[config.mk]
export PLATFORM = sky130hd
export DESIGN_NAME = mem_stage_lsu
export DESIGN_NICKNAME = d
export VERILOG_FILES = /design/src/rtl/riscv_pkg.sv /design/src/rtl/mem_stage_lsu_load_align.sv /design/src/rtl/mem_stage_lsu.sv
export SDC_FILE = /design/constraint.sdc
export NUM_CORES = 1
export LEC_CHECK = 0
export ABC_AREA = 1
export BUFFER_PORTS_ARGS = -buffer_cell sky130_fd_sc_hd__buf_2
export CAP_MARGIN = 20
export CELL_PAD_IN_SITES_DETAIL_PLACEMENT = 1
export CELL_PAD_IN_SITES_GLOBAL_PLACEMENT = 1
export CORE_MARGIN = 5
export CORE_UTILIZATION = 32
export DETAILED_ROUTE_END_ITERATION = 12
export GPL_TIMING_DRIVEN = 0
export MAX_ROUTING_LAYER = met4
export PLACE_DENSITY_LB_ADDON = 0.1
export REMOVE_ABC_BUFFERS = 1
export SLEW_MARGIN = 20
export SYNTH_ARGS = -nofsm -noshare
export SYNTH_HDL_FRONTEND = slang
export SYNTH_HIERARCHICAL = 1
export SYNTH_SLANG_ARGS = --single-unit
[constraint.sdc]
create_clock -name clk -period 3 [get_ports clk]
set_clock_uncertainty 0.05 [all_clocks]
set_input_delay 0.15 -clock clk [delete_from_list [all_inputs] [get_ports clk]]
set_output_delay 0.15 -clock clk [all_outputs]
set_load 0.02 [all_outputs]
[src/rtl/riscv_pkg.sv]
// Shared RV32I encodings and widths for the MEM stage.
package riscv_pkg;

  localparam int unsigned WORD_W = 32;

  // funct3 size/sign encodings for loads and stores
  typedef enum logic [2:0] {
    F3_B  = 3'b000,
    F3_H  = 3'b001,
    F3_W  = 3'b010,
    F3_BU = 3'b100,
    F3_HU = 3'b101
  } funct3_e;

  // Bus access FSM states
  typedef enum logic {
    IDLE = 1'b0,
    WAIT = 1'b1
  } lsuState_e;

endpackage

[src/rtl/mem_stage_lsu_load_align.sv]
// Lane selection and sign/zero extension of a read word.
module load_align
  import riscv_pkg::*;
(
  input  logic [WORD_W-1:0] rdata,
  input  logic [1:0]        byteOff,
  input  logic [2:0]        funct3,
  output logic [WORD_W-1:0] loadVal
);

  logic [7:0]  byteSel;
  logic [15:0] halfSel;

  // Pick the addressed byte/half lane and extend it to a full word
  always_comb begin
    byteSel = rdata[7:0];
    halfSel = byteOff[1] ? rdata[31:16] : rdata[15:0];
    loadVal = rdata;
    case (byteOff)
      2'd0:    byteSel = rdata[7:0];
      2'd1:    byteSel = rdata[15:8];
      2'd2:    byteSel = rdata[23:16];
      default: byteSel = rdata[31:24];
    endcase
    case (funct3)
      F3_B:    loadVal = {{24{byteSel[7]}}, byteSel};
      F3_BU:   loadVal = {24'h000000, byteSel};
      F3_H:    loadVal = {{16{halfSel[15]}}, halfSel};
      F3_HU:   loadVal = {16'h0000, halfSel};
      default: loadVal = rdata;
    endcase
  end

endmodule

[src/rtl/mem_stage_lsu.sv]
// MEM stage: data-memory bus FSM with timeout, store lane steering, MEM/WB register.
module mem_stage_lsu
  import riscv_pkg::*;
#(
  parameter int unsigned TIMEOUT_CYCLES = 16,
  parameter int unsigned CNT_W          = 5
) (
  input  logic        clk,
  input  logic        rst_n,
  input  logic        MemtoReg_mem,
  input  logic        RegWrite_mem,
  input  logic        MemWrite_mem,
  input  logic        MemRead_mem,
  input  logic [2:0]  funct3_mem,
  input  logic [31:0] ALUResult_mem,
  input  logic [31:0] MemWriteData_mem,
  input  logic [4:0]  rdAddr_mem,
  output logic        dmem_req,
  output logic        dmem_we,
  output logic [31:0] dmem_addr,
  output logic [3:0]  dmem_be,
  output logic [31:0] dmem_wdata,
  input  logic [31:0] dmem_rdata,
  input  logic        dmem_ack,
  output logic        stall_mem,
  output logic        MemtoReg_wb,
  output logic        RegWrite_wb,
  output logic [31:0] ALUResult_wb,
  output logic [31:0] MemReadData_wb,
  output logic [4:0]  rdAddr_wb,
  output logic        misalign_wb,
  output logic        buserr_wb
);

  lsuState_e        stateQ, stateD;
  logic [CNT_W-1:0] cntQ, cntD;
  logic             acc, mis, accessOk, sizeH, sizeW;
  logic             reqC, abortC;
  logic [3:0]       beC;
  logic [31:0]      wdataC;
  logic [31:0]      loadVal;

  // Access classification and alignment check
  always_comb begin
    acc      = MemRead_mem | MemWrite_mem;
    sizeH    = (funct3_mem == F3_H) | (funct3_mem == F3_HU);
    sizeW    = (funct3_mem == F3_W);
    mis      = acc & ((sizeH & ALUResult_mem[0]) | (sizeW & (ALUResult_mem[1:0] != 2'b00)));
    accessOk = acc & ~mis;
  end

  // FSM and timeout counter registers
  always_ff @(posedge clk or negedge rst_n) begin
    if (!rst_n) begin
      stateQ <= IDLE;
      cntQ   <= '0;
    end else begin
      stateQ <= stateD;
      cntQ   <= cntD;
    end
  end

  // Next state, request and abort decode; ack wins over timeout
  always_comb begin
    stateD = stateQ;
    cntD   = cntQ;
    reqC   = 1'b0;
    abortC = 1'b0;
    case (stateQ)
      IDLE: begin
        if (accessOk) begin
          reqC = 1'b1;
          if (!dmem_ack) begin
            stateD = WAIT;
            cntD   = CNT_W'(1);
          end
        end
      end
      WAIT: begin
        reqC = 1'b1;
        if (dmem_ack) begin
          stateD = IDLE;
          cntD   = '0;
        end else if (cntQ == CNT_W'(TIMEOUT_CYCLES)) begin
          abortC = 1'b1;
          stateD = IDLE;
          cntD   = '0;
        end else begin
          cntD = cntQ + CNT_W'(1);
        end
      end
      default: begin
        stateD = IDLE;
        cntD   = '0;
      end
    endcase
  end

  // Store byte enables and lane-replicated write data; reads enable all lanes
  always_comb begin
    beC    = 4'b1111;
    wdataC = MemWriteData_mem;
    if (MemWrite_mem) begin
      case (funct3_mem)
        F3_B, F3_BU: begin
          beC    = 4'b0001 << ALUResult_mem[1:0];
          wdataC = {4{MemWriteData_mem[7:0]}};
        end
        F3_H, F3_HU: begin
          beC    = ALUResult_mem[1] ? 4'b1100 : 4'b0011;
          wdataC = {2{MemWriteData_mem[15:0]}};
        end
        default: begin
          beC    = 4'b1111;
          wdataC = MemWriteData_mem;
        end
      endcase
    end
  end

  // Bus outputs, forced low while reset is asserted so an abandoned request drops at once
  always_comb begin
    dmem_req   = reqC & rst_n;
    dmem_we    = reqC & rst_n & MemWrite_mem;
    dmem_addr  = {32{rst_n}} & {ALUResult_mem[31:2], 2'b00};
    dmem_be    = {4{rst_n}} & beC;
    dmem_wdata = {32{rst_n}} & wdataC;
    stall_mem  = dmem_req & ~dmem_ack & ~abortC;
  end

  load_align uLoadAlign (
    .rdata   (dmem_rdata),
    .byteOff (ALUResult_mem[1:0]),
    .funct3  (funct3_mem),
    .loadVal (loadVal)
  );

  // MEM/WB register: bubble while stalled, squash writeback on misalign or abort
  always_ff @(posedge clk or negedge rst_n) begin
    if (!rst_n) begin
      MemtoReg_wb    <= 1'b0;
      RegWrite_wb    <= 1'b0;
      ALUResult_wb   <= '0;
      MemReadData_wb <= '0;
      rdAddr_wb      <= '0;
      misalign_wb    <= 1'b0;
      buserr_wb      <= 1'b0;
    end else if (stall_mem) begin
      MemtoReg_wb <= 1'b0;
      RegWrite_wb <= 1'b0;
      misalign_wb <= 1'b0;
      buserr_wb   <= 1'b0;
    end else begin
      MemtoReg_wb    <= MemtoReg_mem;
      RegWrite_wb    <= RegWrite_mem & ~mis & ~abortC;
      ALUResult_wb   <= ALUResult_mem;
      MemReadData_wb <= loadVal;
      rdAddr_wb      <= rdAddr_mem;
      misalign_wb    <= mis;
      buserr_wb      <= abortC;
    end
  end

endmodule

Word-level counts from Yosys, hierarchy flattened --
Cells that the tools add are included.
Word-level totals: bits in registers 79, output and inout bits 144, word-level logic and storage cells 73
Operators by class: add/sub/neg operators 1, equal/unequal tests 9, shift-type cells 1, muxes and demuxes 27, bitwise logic cells 20, reduce and logical (&&, ||, !) cells 6
Operators by type and width (number):
- $pmux 32 s4 | 1
- $and 32x32->32 | 2
- $pmux 32 s2 | 1
- $mux 32 | 1
- $pmux 8 s3 | 1
- $mux 5 | 4
- $mux 16 | 1
- $mux 1 | 12
- $and 1x1->1 | 10
- $pmux 5 s2 | 1
- $mux 4 | 2
- $pmux 4 s2 | 1
- $eq 3x3->1 const B | 2
- $add 5x1->5 const B | 1
- $eq 5x5->1 const B | 1
- $and 4x4->4 | 1
- $ne 2x2->1 const B | 2
- $not 1->1 | 4
- $pmux 1 s2 | 2
- $reduce_or 2->1 | 2
- $shl 1x2->4 const A | 1
- $eq 3x1->1 const B | 1
- $eq 3x2->1 const B | 1
- $logic_not 3->1 | 1
- other kinds (6) | 8

Logic depth before layout (Yosys ltp) --
Gate-level depths: netlist (run 1).
depth in word-level cells 13, depth in mapped cells 9, depth with buffers taken out 8

By module --
The synthesis (run 1) kept the hierarchy.
Modules (own cells, without submodules):
- mem_stage_lsu | times used 1, cells each 557, area each 4187.8 µm², sequential area each 1976.9 µm²
- load_align | times used 1, cells each 192, area each 895.9 µm², sequential area each 0.0 µm²

Least setup slack after synthesis (run 1) --
Ideal clock, no wire load.
path kind reg-to-output, start point reg cntQ[0], end point out stall_mem, arrival 1401 ps, slack 1399 ps, cell stages (with the launch flop) 9, path through dfrtp_1 > inv_1 > ha_1 > nand4_1 > nand2_1 > inv_2 > nand3_4 > buf_6 > inv_1
On the way: longest elaborated chain between the ends 6
Ends and longest elaborated chain:
- from (decl) | line mem_stage_lsu.sv:36 | logic [CNT_W-1:0] cntQ, cntD;
- from (signal assigned) | line mem_stage_lsu.sv:59 | cntQ <= cntD;
- $eq 5x5->1 | line mem_stage_lsu.sv:84 | end else if (cntQ == CNT_W'(TIMEOUT_CYCLES)) begin
- $mux 1 | line mem_stage_lsu.sv:84
- $mux 1 | line mem_stage_lsu.sv:81 | if (dmem_ack) begin
- $mux 1 | line mem_stage_lsu.sv:69 | case (stateQ)
- $not 1->1 | line mem_stage_lsu.sv:128 | stall_mem = dmem_req & ~dmem_ack & ~abortC;
- $and 1x1->1 | line mem_stage_lsu.sv:128
- to (decl) | line mem_stage_lsu.sv:25 | output logic stall_mem,
Every way passes these cells.

Worst setup path after layout (run 1) --
Same ends and word-level chain as after synthesis.

==> run summary, run 1 <==
In this design, the largest share of critical-path delay is due to buffers and inverters. The count of H-tree levels built during CTS is 3, and the number of buffers and inverters on the critical path is 4. From synthesis to final layout, the design area changed by 39.77%. Counting along the longest clock path gives a buffer depth of 2.

The core region is 15,710 µm². Leaving out filler cells and counting taps, the final layout contains 1,228. The tools report the kind of start point of the critical path as a register. The total CTS buffers came out at 9.

Among all stages on the critical path, the largest delay is contributed by inv_6. For the pin with the worst max-slew slack, the measured transition is 741.2 ps. For this design the static power due to leakage is 0.004263 µW. Setup violations remaining at the end of the flow were counted as 0. After detailed routing, the number of vias per cell comes to 4.938.

In the synthesized netlist the dominant register cell turns out to be dfrtp_1. The die is 136.0 µm tall. The initial DRC count was 193. The die covers 18,510 µm².

TritonCTS built the clock tree. In this run the power density over the cells is 487.8 nW/µm². Entering global routing, the biggest net connects 114 pins. The residual antenna-violating net count after detailed routing was 0; the starting density of the core was 32.35%. Global-route congestion overflow total: 0. The post-synthesis register bit count was 79; the proportion of register bits with asynchronous set or reset after synthesis was 100.0%. The via count of the first global-routing pass is 6,235.

The worst path required time was 2800 ps. The largest fanout of any net on the critical path was 72; the I/O pin count was 255. Counting every sink on the clock net gives 79.

The run gives 1,117 as the number of nets in the finished design. The number of buffer cells added on primary ports was 252; the detailed-router iteration count before antenna repair was 4. Setup repair after global routing left no endpoint under its margin.

Fill cells in the final layout number 2,108. The number of hold violations in the final report came out at 0. For the endpoint arrival time on the critical path, the log shows 2520 ps. Sequential elements use 38.89% of the synthesized area. Among the stages of the critical path, the cell type that occurs most often is inv_1. The largest voltage drop on the vdd net was 0.2770 mV; the total number of yosys warnings was 6.

The final layout contains routed wiring with a total length of 20,290 µm. The wire length of the first global-routing pass was 32,280 µm. The run gives 3 as the initial antenna violation count. The capturing element type of the critical path is an output pin. Once placement completed, the tool counted placed cells totaling 1,169. Based on the critical path, the design can be clocked at up to 368.2 MHz. Once the clock tree was built, the setup fixing pass inserted 0 buffers. The largest single stage delay on the critical path is 430 ps.

For the remaining routing DRC violations, the log shows 0. Setup total negative slack on the finished layout was measured at 0 ps. The floorplan has 46 rows. The number of max-slew violations in the final report came out at 0. The worst slew margin relative to its limit was 50.59%.

The unique cell type count in the Yosys netlist was 29; the total via count after detailed routing was 6,064. The synthesized netlist occupies a cell area of 5084 µm². Final period utilization: 90.52%. The worst hold path belongs to the class in2reg. The flow ran to the end, and the final reports show no timing, DRC or antenna violations. The synthesized area per cell was 6.787 µm². The half-perimeter wire length of the detailed placement result was 13,300 µm. The share of post-route cells with drive strength above 1 works out to 28.84%.

After clock tree synthesis, the clock-pin slew on the worst setup and hold paths is 60 ps. The width of the chip works out to 136.0 µm. The clock insertion delay at the later pin of the skew report came out at 340 ps.

The most frequent standard cell in the layout excluding fill and tap cells was nand2_1. The average wire per cell in the routed design is 16.52 µm. Global routing used 22.29% of the available tracks across all layers.

The signal on the critical path passes through inv_1 > ha_1 > nand4_1 > nand2_1 > inv_6 > nand3_4 > inv_1 > buf_2. The final weighted congestion of routability-driven global placement was 0.8206. The cell sitting at the root of the clock tree is a clkbuf_16. The top cell types in the final layout, fill and taps aside, are nand2_1, buf_2, dfrtp_1, nand4_1, inv_1. The post-synthesis cell count came out at 749. The start-to-end type of the worst setup path is reg2out.

The tool flagged a number of max-cap violations equal to 0. Counting flops with a built-in enable in the synthesized netlist gives 0. The post-layout minimum cycle time is 2716 ps.
==> worst paths after layout <==
path                               startpoint            endpoint  slack [ps]  depth (start not counted)
min in group asynchronous               rst_n    ALUResult_wb[15]         320                          2
min                              RegWrite_mem         RegWrite_wb          90                          5
max                                   cntQ[0]           stall_mem         280                          8
max in group asynchronous               rst_n  MemReadData_wb[12]        1700                          3
max reg2reg                           cntQ[0]    ALUResult_wb[10]         470                          8
min reg2reg                MemReadData_wb[24]  MemReadData_wb[24]         480                          2
==> report_power, final <==
group | internal, µW | total (µW) | switching, µW
Combinational | 328 | 983 | 655
Clock | 762 | 1240 | 483
Sequential | 1170 | 1240 | 64.0
==> cells by family (layout without fill, tap and decap cells) <==
| group | Yosys count | count (layout) | share of synthesized area [%] |
|---|---|---|---|
| and+or+nand+nor | 490 | 492 | 42.85 |
| buffers and inverters | 120 | 377 | 11.49 |
| AOI/OAI and AO/OA | 55 | 55 | 5.858 |
| DFF | 79 | 79 | 38.89 |
| xor gates and xnor gates | 2 | 2 | 0.3446 |
| adders and majority gates | 2 | 2 | 0.4922 |
| other | 1 | 5 | 0.07377 |
==> per-layer routing <==
layer	vias to the layer above	GRT usage, %	routed length [µm]
met2	141	38.33	10340
met5	-	-	0
met4	0	6.775	373
met3	29	4.589	1049
li1	2945	-	-
met1	2949	26.25	8525
==> state kept, by name (all words and copies together), names as in the netlist <==
register        cells
RegWrite_wb         1
misalign_wb         1
buserr_wb           1
rdAddr_wb           5
cntQ                5
MemtoReg_wb         1
MemReadData_wb     32
ALUResult_wb       32
stateQ              1
==> Yosys cell counts, types with 5 or more instances <==
library cell	number	share of area [%]
nand2_1	299	22
dfrtp_1	79	39
nand4_1	75	9.2
inv_1	64	4.7
nor2_1	52	3.8
nand3_1	48	4.7
o21ai_0	31	3.1
clkbuf_1	20	1.5
buf_2	14	1.4
buf_6	14	3.1
a21oi_1	13	1.3
a31oi_1	5	0.62
nand3_2	5	0.98
==> worst register-to-register path, stage by stage (launching register included) <==
cell,delay (ps)
dfrtp_1,400
inv_1,100
ha_1,210
nand4_1,130
nand2_1,140
inv_6,430
nand3_2,680
nand2_1,210
nand2_1,60
==> layout make-up <==
class	count	area (µm²)	share of cell area, %
multi-input cells	553	2559	36.01
diodes	3	7.507	0.1057
clock inverters	5	86.33	1.215
flip-flops and latches	79	1977	27.82
well taps	216	270.3	3.803
repair buffers	292	1699	23.91
clock buffers	11	242.7	3.416
inverters	69	264.0	3.715
==> repair_timing <==
item	4_1_cts	5_1_grt
hold endpoints to repair	73	0
setup endpoints to repair	1	3
hold buffers	38	0
pin swaps	1	0
resized for setup	1	1
gates cloned	2	0
==> stage by stage <==
stage	cell area, µm²	total power, µW	hold WS, ps	utilization, %	worst slack [ps]
after CTS	7096	3515	67.00	45.16	17.17
final	7106	3466	86.29	45.22	284.3
after global routing	7106	3665	110.0	45.22	4.150
after detailed placement	6359	2198	106.7	40.47	-40.08
after global placement	6294	2181	282.1	40.05	-2116
after floorplan	4762	1759	-195.6	-	471.0
No activity file was read; power rests on OpenSTA's default activity.
==> run 2, diff against run 1 <==
--- a/config.mk
+++ b/config.mk
@@ -8,10 +8,10 @@
 export ABC_AREA = 1
 export BUFFER_PORTS_ARGS = -buffer_cell sky130_fd_sc_hd__buf_2
 export CAP_MARGIN = 20
-export CELL_PAD_IN_SITES_DETAIL_PLACEMENT = 1
-export CELL_PAD_IN_SITES_GLOBAL_PLACEMENT = 1
+export CELL_PAD_IN_SITES_DETAIL_PLACEMENT = 0
+export CELL_PAD_IN_SITES_GLOBAL_PLACEMENT = 2
 export CORE_MARGIN = 5
-export CORE_UTILIZATION = 32
+export CORE_UTILIZATION = 25
 export DETAILED_ROUTE_END_ITERATION = 12
 export GPL_TIMING_DRIVEN = 0
 export MAX_ROUTING_LAYER = met4
==> run summary, run 2 (synthesized netlist as in run 1, its figures left out) <==
In this run the number of cells on the critical path is 8. The logs give 1,223 for the number of placed cells counting well taps and 48.44% for the worst slew margin relative to its limit. Setup violations remaining at the end of the flow were counted as 0. The maximum clock rate is 369.9 MHz, and the final standard cell area without fillers is 7182 µm². Total global routing track utilization: 17.67%.

Summed over all cells, the static leakage comes to 0.004262 µW. The final weighted congestion of routability-driven global placement was 0.7334. The tree is rooted in a clkbuf_16. The endpoint arrival time on the critical path is 2500 ps. The tools report the count of max-cap constraint violations as 0. The largest registers in the layout are ALUResult_wb x32, MemReadData_wb x32.

The top cell types in the final layout, fill and taps aside, are nand2_1, buf_2, dfrtp_1, nand4_1, inv_1. The longest individual stage delay on the worst path works out to 490 ps. The first global-routing pass estimated 32,450 µm of wire. For this design the ratio of total power to cell area is 475.6 nW/µm².

The number of placement rows is 52. Following the worst setup path forward leads to its endpoint at stall_mem. In this run the most critical hold path is launched from RegWrite_mem. For this configuration, the core starts out at a cell density of 25.29%. The clock insertion delay at the later pin of the skew report was 340 ps. From left edge to right edge, the die measures 152.6 µm. Setup repair after global routing left no endpoint under its margin. Cell count of the worst reg-to-reg path: 8. At the placement stage, the worst setup path has a slack of -173.9 ps. Entering global routing, the biggest net connects 120 pins.

The number of max-slew violations in the final report was 0; the number of hold violations in the final report was 0. Count of H-tree levels built during CTS: 3. The logs give 9 for the total CTS buffers and 292 for the initial DRC count. In this run the critical register-to-register path is launched from cntQ[0]. In this run the cell area measured after placement is 6434 µm². The average wire per cell in the routed design was 16.20 µm; the via-per-instance ratio was 4.535. IR analysis of the VDD net gives a maximum drop of 0.2765 mV.

The initial antenna violation count came out at 2. The routed wire length is 20,780 µm. The tools report the global-route congestion overflow total as 0.

The run gives 2559 µm² as the area of combinational cells with multiple inputs. STA classifies the critical path startpoint as a register. The capture instance of the worst register-to-register path was MemReadData_wb[4]. The tools report the post-CTS setup-driven buffer insertion count as 0. The critical path goes through inv_1 > ha_1 > nand4_1 > nand2_1 > bufinv_8 > nand3_4 > inv_1 > buf_2. Number of nets in the finished design: 1,117. The clock slew at the register clock pins of the worst setup and hold paths works out to 70 ps. The flow ran to the end, and the final reports show no timing, DRC or antenna violations. In this run the register-to-register setup slack is 510 ps. In the routed design, unresolved DRC markers number 0. Grouping stages by cell kind, the critical path spends the most delay in buffers and inverters.

The worst path required time came out at 2800 ps. The detailed-router iteration count before antenna repair came out at 4. The critical path in this run is classified as reg2out.

The detail route stage leaves a number of antenna-violating nets equal to 0. In this run the worst setup path begins at cntQ[0]. TritonCTS built the clock tree. The die is 152.6 µm tall.

The run gives 0 ps as the total negative setup slack. The routed design could run at a clock period as short as 2703 ps. In this run the count of I/O pins placed on the die edge is 255. Final worst setup slack: 296.7 ps. For the number of standard cells in the layout, taps in and fillers out, the log shows 1,283. The final cell utilization of the core was 35.72%. The most repeated library cell on the critical path is inv_1. The area added between synthesis and finish is 41.27%. The total via count after detailed routing was 5,818; the half-perimeter wire length of the detailed placement result was 13,390 µm.

Capturing element type of the critical path: an output pin. The critical path's slowest cell is bufinv_8. The worst path uses 90.11% of the clock period. The transition at the pin with the smallest max-transition slack was 773.3 ps; the number of buffers and inverters on the critical path was 4. The post-route netlist has 29.04% of its cells at a drive strength greater than 1. The sequential standard cell area was 1977 µm²; the count of filler cells inserted in the layout was 2,267. After floorplanning, the core was sized to cover 20,100 µm². The number of sinks on the clock net was 79. The via count of the first global-routing pass was 5,760; the maximum root-to-sink buffer count was 2. In this run the worst hold path is classified as in2reg. The number of buffer cells added on primary ports came out at 252. Most frequent standard cell in the layout excluding fill and tap cells: nand2_1. Of all nets on the critical path, the largest fanout is 72. The run gives 23,290 µm² as the total die area.
-- run 2: changes by cell type in the layout (fill, tap and decap cells not counted) --
cell / before / now
clkbuf_1: 1 / 0
clkinv_1: 1 / 0
clkbuf_8: 1 / 2
bufinv_8: 0 / 1
buf_16: 1 / 2
bufinv_16: 2 / 1
clkinvlp_4: 0 / 3
inv_6: 4 / 2
diode_2: 3 / 4
buf_12: 1 / 0
-- run 2: worst min path at each step --
stage,slack [ps],endpoint,depth (start not counted)
floorplan,-200,ALUResult_wb[0],0
global placement,290,MemtoReg_wb,3
detailed placement,90,ALUResult_wb[19],1
CTS,50,RegWrite_wb,5
global route,110,MemReadData_wb[19],5
finish,60,RegWrite_wb,5
-- run 2: worst register-to-register path: cells and delay by family (launching register included) --
kind | cells | cell delay [ps]
adder cells (fa/ha/maj) | 1 | 210
buffers and inverters | 2 | 580
flip-flops | 1 | 400
AND/OR/NAND/NOR | 5 | 1140
-- run 2: cell type report --
| class | instances | area share, % |
|---|---|---|
| Clock buffer | 11 | 3.519 |
| Antenna cell | 4 | 0.1394 |
| Multi-Input combinational cell | 553 | 35.63 |
| Timing Repair Buffer | 292 | 23.76 |
| Tap cell | 270 | 4.704 |
| Inverter | 69 | 3.850 |
| Sequential cell | 79 | 27.53 |
| Clock inverter | 5 | 0.8711 |
-- run 2: repair_timing --
item	in CTS	in global routing
pin swaps	1	0
hold buffers	38	0
resized for setup	2	2
setup endpoints to repair	73	5
endpoints found under the hold margin	67	0
gates cloned	2	0
-- run 2: layer usage --
metal  global-route usage, %  routed length (µm)
met1                   22.41                9562
met3                   4.175                1005
met4                   3.012                 129
met2                   29.27               10080
met5                       -                   0
-- run 2: where the power goes --
group | total, µW | internal, µW | switching, µW
combinational | 986 | 332 | 654
clock | 1200 | 698 | 498
sequential | 1230 | 1170 | 60.6
-- run 2: per-stage QoR --
step | hold slack [ps] | power, µW
final | 64.99 | 3416
after global routing | 114.5 | 3624
after CTS | 54.71 | 3480
after detailed placement | 94.03 | 2208
after global placement | 287.1 | 2202
after floorplan | -195.6 | 1759
==> run 3, diff against run 2 <==
--- a/config.mk
+++ b/config.mk
@@ -5,13 +5,12 @@
 export SDC_FILE = /design/constraint.sdc
 export NUM_CORES = 1
 export LEC_CHECK = 0
-export ABC_AREA = 1
 export BUFFER_PORTS_ARGS = -buffer_cell sky130_fd_sc_hd__buf_2
 export CAP_MARGIN = 20
 export CELL_PAD_IN_SITES_DETAIL_PLACEMENT = 0
 export CELL_PAD_IN_SITES_GLOBAL_PLACEMENT = 2
 export CORE_MARGIN = 5
-export CORE_UTILIZATION = 25
+export CORE_UTILIZATION = 30
 export DETAILED_ROUTE_END_ITERATION = 12
 export GPL_TIMING_DRIVEN = 0
 export MAX_ROUTING_LAYER = met4
==> run summary, run 3 <==
The count of max-cap constraint violations is 0, and the final period utilization is 89.34%. The clock passes through at most 2 buffers. The analysis attributes to net switching a power of 1092 µW. The final worst setup slack came out at 319.8 ps.

255 I/O pins were placed. The cell count after synthesis came out at 480. The tools report the final standard cell area without fillers as 7117 µm². Measured on the finished design, the core utilization comes to 41.15%. The area added between synthesis and finish was 34.66%; the unique cell type count in the Yosys netlist was 55.

TritonCTS built the clock tree. The number of hold violations in the final report is 0. Dividing the detail-routed via count by the number of cells gives 4.772.

Counting stages on the worst path, the most repeated cell is inv_1. The netlist area before placement is 5285 µm², and the clock slew at the register clock pins of the worst setup and hold paths is 60 ps. Most frequent standard cell in the layout excluding fill and tap cells: buf_2.

Measured against its own limit, the worst slew margin works out to 38.01%. The completed layout was analyzed and its total power is 3376 µW. Sequential fraction of the synthesis area: 37.41%. The start-to-end type of the worst setup path was reg2out. The largest fanout of any net on the critical path came out at 11.

The proportion of power drawn by flip-flops and latches was 37.0%. At the worst endpoint, the arrival time is 2480 ps. The synthesized design contains 79 register bits.

The total CTS buffers is 9, and the area share of the largest cell type after synthesis is 37.41%. Once placement finished, the instance area stood at 6640 µm². The first global-routing pass estimated 25,740 µm of wire. The share of post-route cells with drive strength above 1 is 48.58%, and the number of antenna diodes is 0. In this design, the stage delay of the slowest critical-path cell is 410 ps. The die covers 20,370 µm². The final weighted congestion of routability-driven global placement was 0.7878; the number of instances resized during post-cts repair was 0. The power density over cell area came out at 474.3 nW/µm². Data on the critical path is required at its endpoint by 2800 ps. The tools report the internal cell power as 2284 µW. STA classifies the critical path endpoint as an output pin. The number of buffer cells added on primary ports works out to 252.

The most common cell in the synthesized netlist is dfrtp_1. The total via count after detailed routing was 4,591; the number of enable-type register cells in the synthesized netlist was 0. For the initial antenna violation count, the log shows 0. The pin count of the biggest net entering global routing was 78; the average wire per cell in the routed design was 17.46 µm. The tools report the kind of start point of the critical path as a register. The maximum clock rate was 373.1 MHz; the width of the chip was 142.7 µm. Ranked by instance count, the synthesized netlist is headed by dfrtp_1, mux2_4, nand2_1.

The starting density of the core is 30.56%. The run finished with clean final reports. The initial DRC count is 228, and the post-layout minimum cycle time is 2680 ps.

The die is 142.7 µm tall. The analysis attributes to cell leakage a power of 0.003722 µW. Of the total power, combinational logic draws 30.9%. For the number of max-slew violations in the final report, the log shows 0. At the pin with the least slew margin, the transition time is 924.1 ps. Synthesized area per cell: 11.01 µm². Setup repair after global routing left no endpoint under its margin.

CTS built an H-tree with a depth of 3. The critical path's slowest cell is nand4b_1. Of the total power, the share spent switching nets is 32.34%.

The number of placement rows was 48. For the total number of yosys warnings, the log shows 6. The remaining routing DRC violations is 0, and the proportion of register bits with asynchronous set or reset after synthesis is 100.0%. The post-place setup slack was 271.8 ps; the core box area was 17,300 µm². Of the total power, the clock network draws 32.1%. The residual antenna-violating net count after detailed routing came out at 0.

The tools report the via count of the first global-routing pass as 4,637. Among all flip-flop cells after synthesis, the most frequent one is dfrtp_1. The later pin in the worst-skew pair is clocked with a latency of 330 ps.

Walking the worst path, the cells encountered are inv_1 > ha_1 > nor4bb_4 > a2bb2oi_2 > nand4b_1 > buf_6 > buf_8 > inv_1 > buf_2. The net count of the finished layout is 846. Setup violations remaining at the end of the flow were counted as 0. The tightest min-delay check is of the in2reg type. The largest voltage drop on the vdd net was 0.2536 mV. After clock tree synthesis, the setup repair step added 0 buffers. The half-perimeter wire length of the detailed placement result came out at 12,120 µm. Sorting the synthesized cells by area gives the leading types as dfrtp_1, mux2_4, and2_1. The run gives 16.32% as the total global routing track utilization.

In the layout the commonest cells are buf_2, dfrtp_1, mux2_4, nand2_1, and2_1. The first detailed-routing pass took 5 iterations. The run gives 0 as the global-route congestion overflow total. The tools report the number of sinks on the clock net as 79. The tree is rooted in a clkbuf_16. dfrtp_1 takes more of the synthesized area than any other cell. The count of hold-fix buffers inserted at cts was 19; the routed wire length was 16,800 µm. The largest registers in the layout are ALUResult_wb x32, MemReadData_wb x32.
-- run 3: metrics by stage --
step / TNS (ps) / hold slack (ps) / cells
floorplan: -176510 / -195.6 / 441
global placement: -488290 / 317.3 / 918
detailed placement: 0 / 108.9 / 928
CTS: 0 / 0.2052 / 962
global route: 0 / 1.308 / 962
finish: 0 / 13.66 / 962
-- run 3: cell type report --
cell class                      count  area (µm²)
Timing Repair Buffer              281        1590
Tap cell                          225       281.5
Fill cell                        1734       10180
Multi-Input combinational cell    346        2922
Sequential cell                    79        1977
Clock buffer                        9       225.2
Inverter                           16       60.06
Clock inverter                      6       61.31
-- run 3: cells by family (layout without fill, tap and decap cells) --
group | count (synthesis) | after routing | share of synthesized area (%)
simple gates | 150 | 150 | 14.58
mux | 88 | 88 | 25.33
other cells | 1 | 2 | 0.07095
buf+inv | 56 | 312 | 7.386
flops | 79 | 79 | 37.41
fa+ha+maj | 2 | 2 | 0.4734
compound gates | 103 | 103 | 14.58
xor+xnor | 1 | 1 | 0.1657
-- run 3: final timing paths --
| kind | endpoint | slack [ps] | depth (start not counted) | startpoint |
|---|---|---|---|---|
| setup reg to reg | ALUResult_wb[17] | 390 | 7 | stateQ |
| setup / recovery | stall_mem | 320 | 9 | cntQ[0] |
| hold reg to reg | ALUResult_wb[26] | 450 | 1 | ALUResult_wb[26] |
| min in group asynchronous | ALUResult_wb[20] | 290 | 2 | rst_n |
| max in group asynchronous | MemReadData_wb[1] | 1880 | 3 | rst_n |
| hold / removal | ALUResult_wb[25] | 10 | 2 | ALUResult_mem[25] |
-- run 3: power groups by stage --
stage / clock [µW] / combinational, µW / sequential, µW
floorplan: 0 / 513 / 1400
global placement: 0 / 1070 / 1260
detailed placement: 0 / 1040 / 1270
CTS: 1120 / 1060 / 1250
global route: 1160 / 1130 / 1270
finish: 1080 / 1040 / 1250
-- run 3: metal layers --
metal / track usage (%) / routed length (µm) / vias up
li1: - / - / 2210
met1: 20.58 / 7301 / 2174
met2: 26.78 / 7972 / 194
met3: 3.382 / 1295 / 13
met4: 4.252 / 227 / 0
met5: - / 0 / -
-- run 3: worst max-delay path, delay by kind of cell, from the launching register on --
kind / cells / cell delay [ps]
AOI/OAI and AO/OA: 1 / 160
DFF: 1 / 390
adders and majority gates: 1 / 230
buffers and inverters: 5 / 780
and+or+nand+nor: 2 / 580
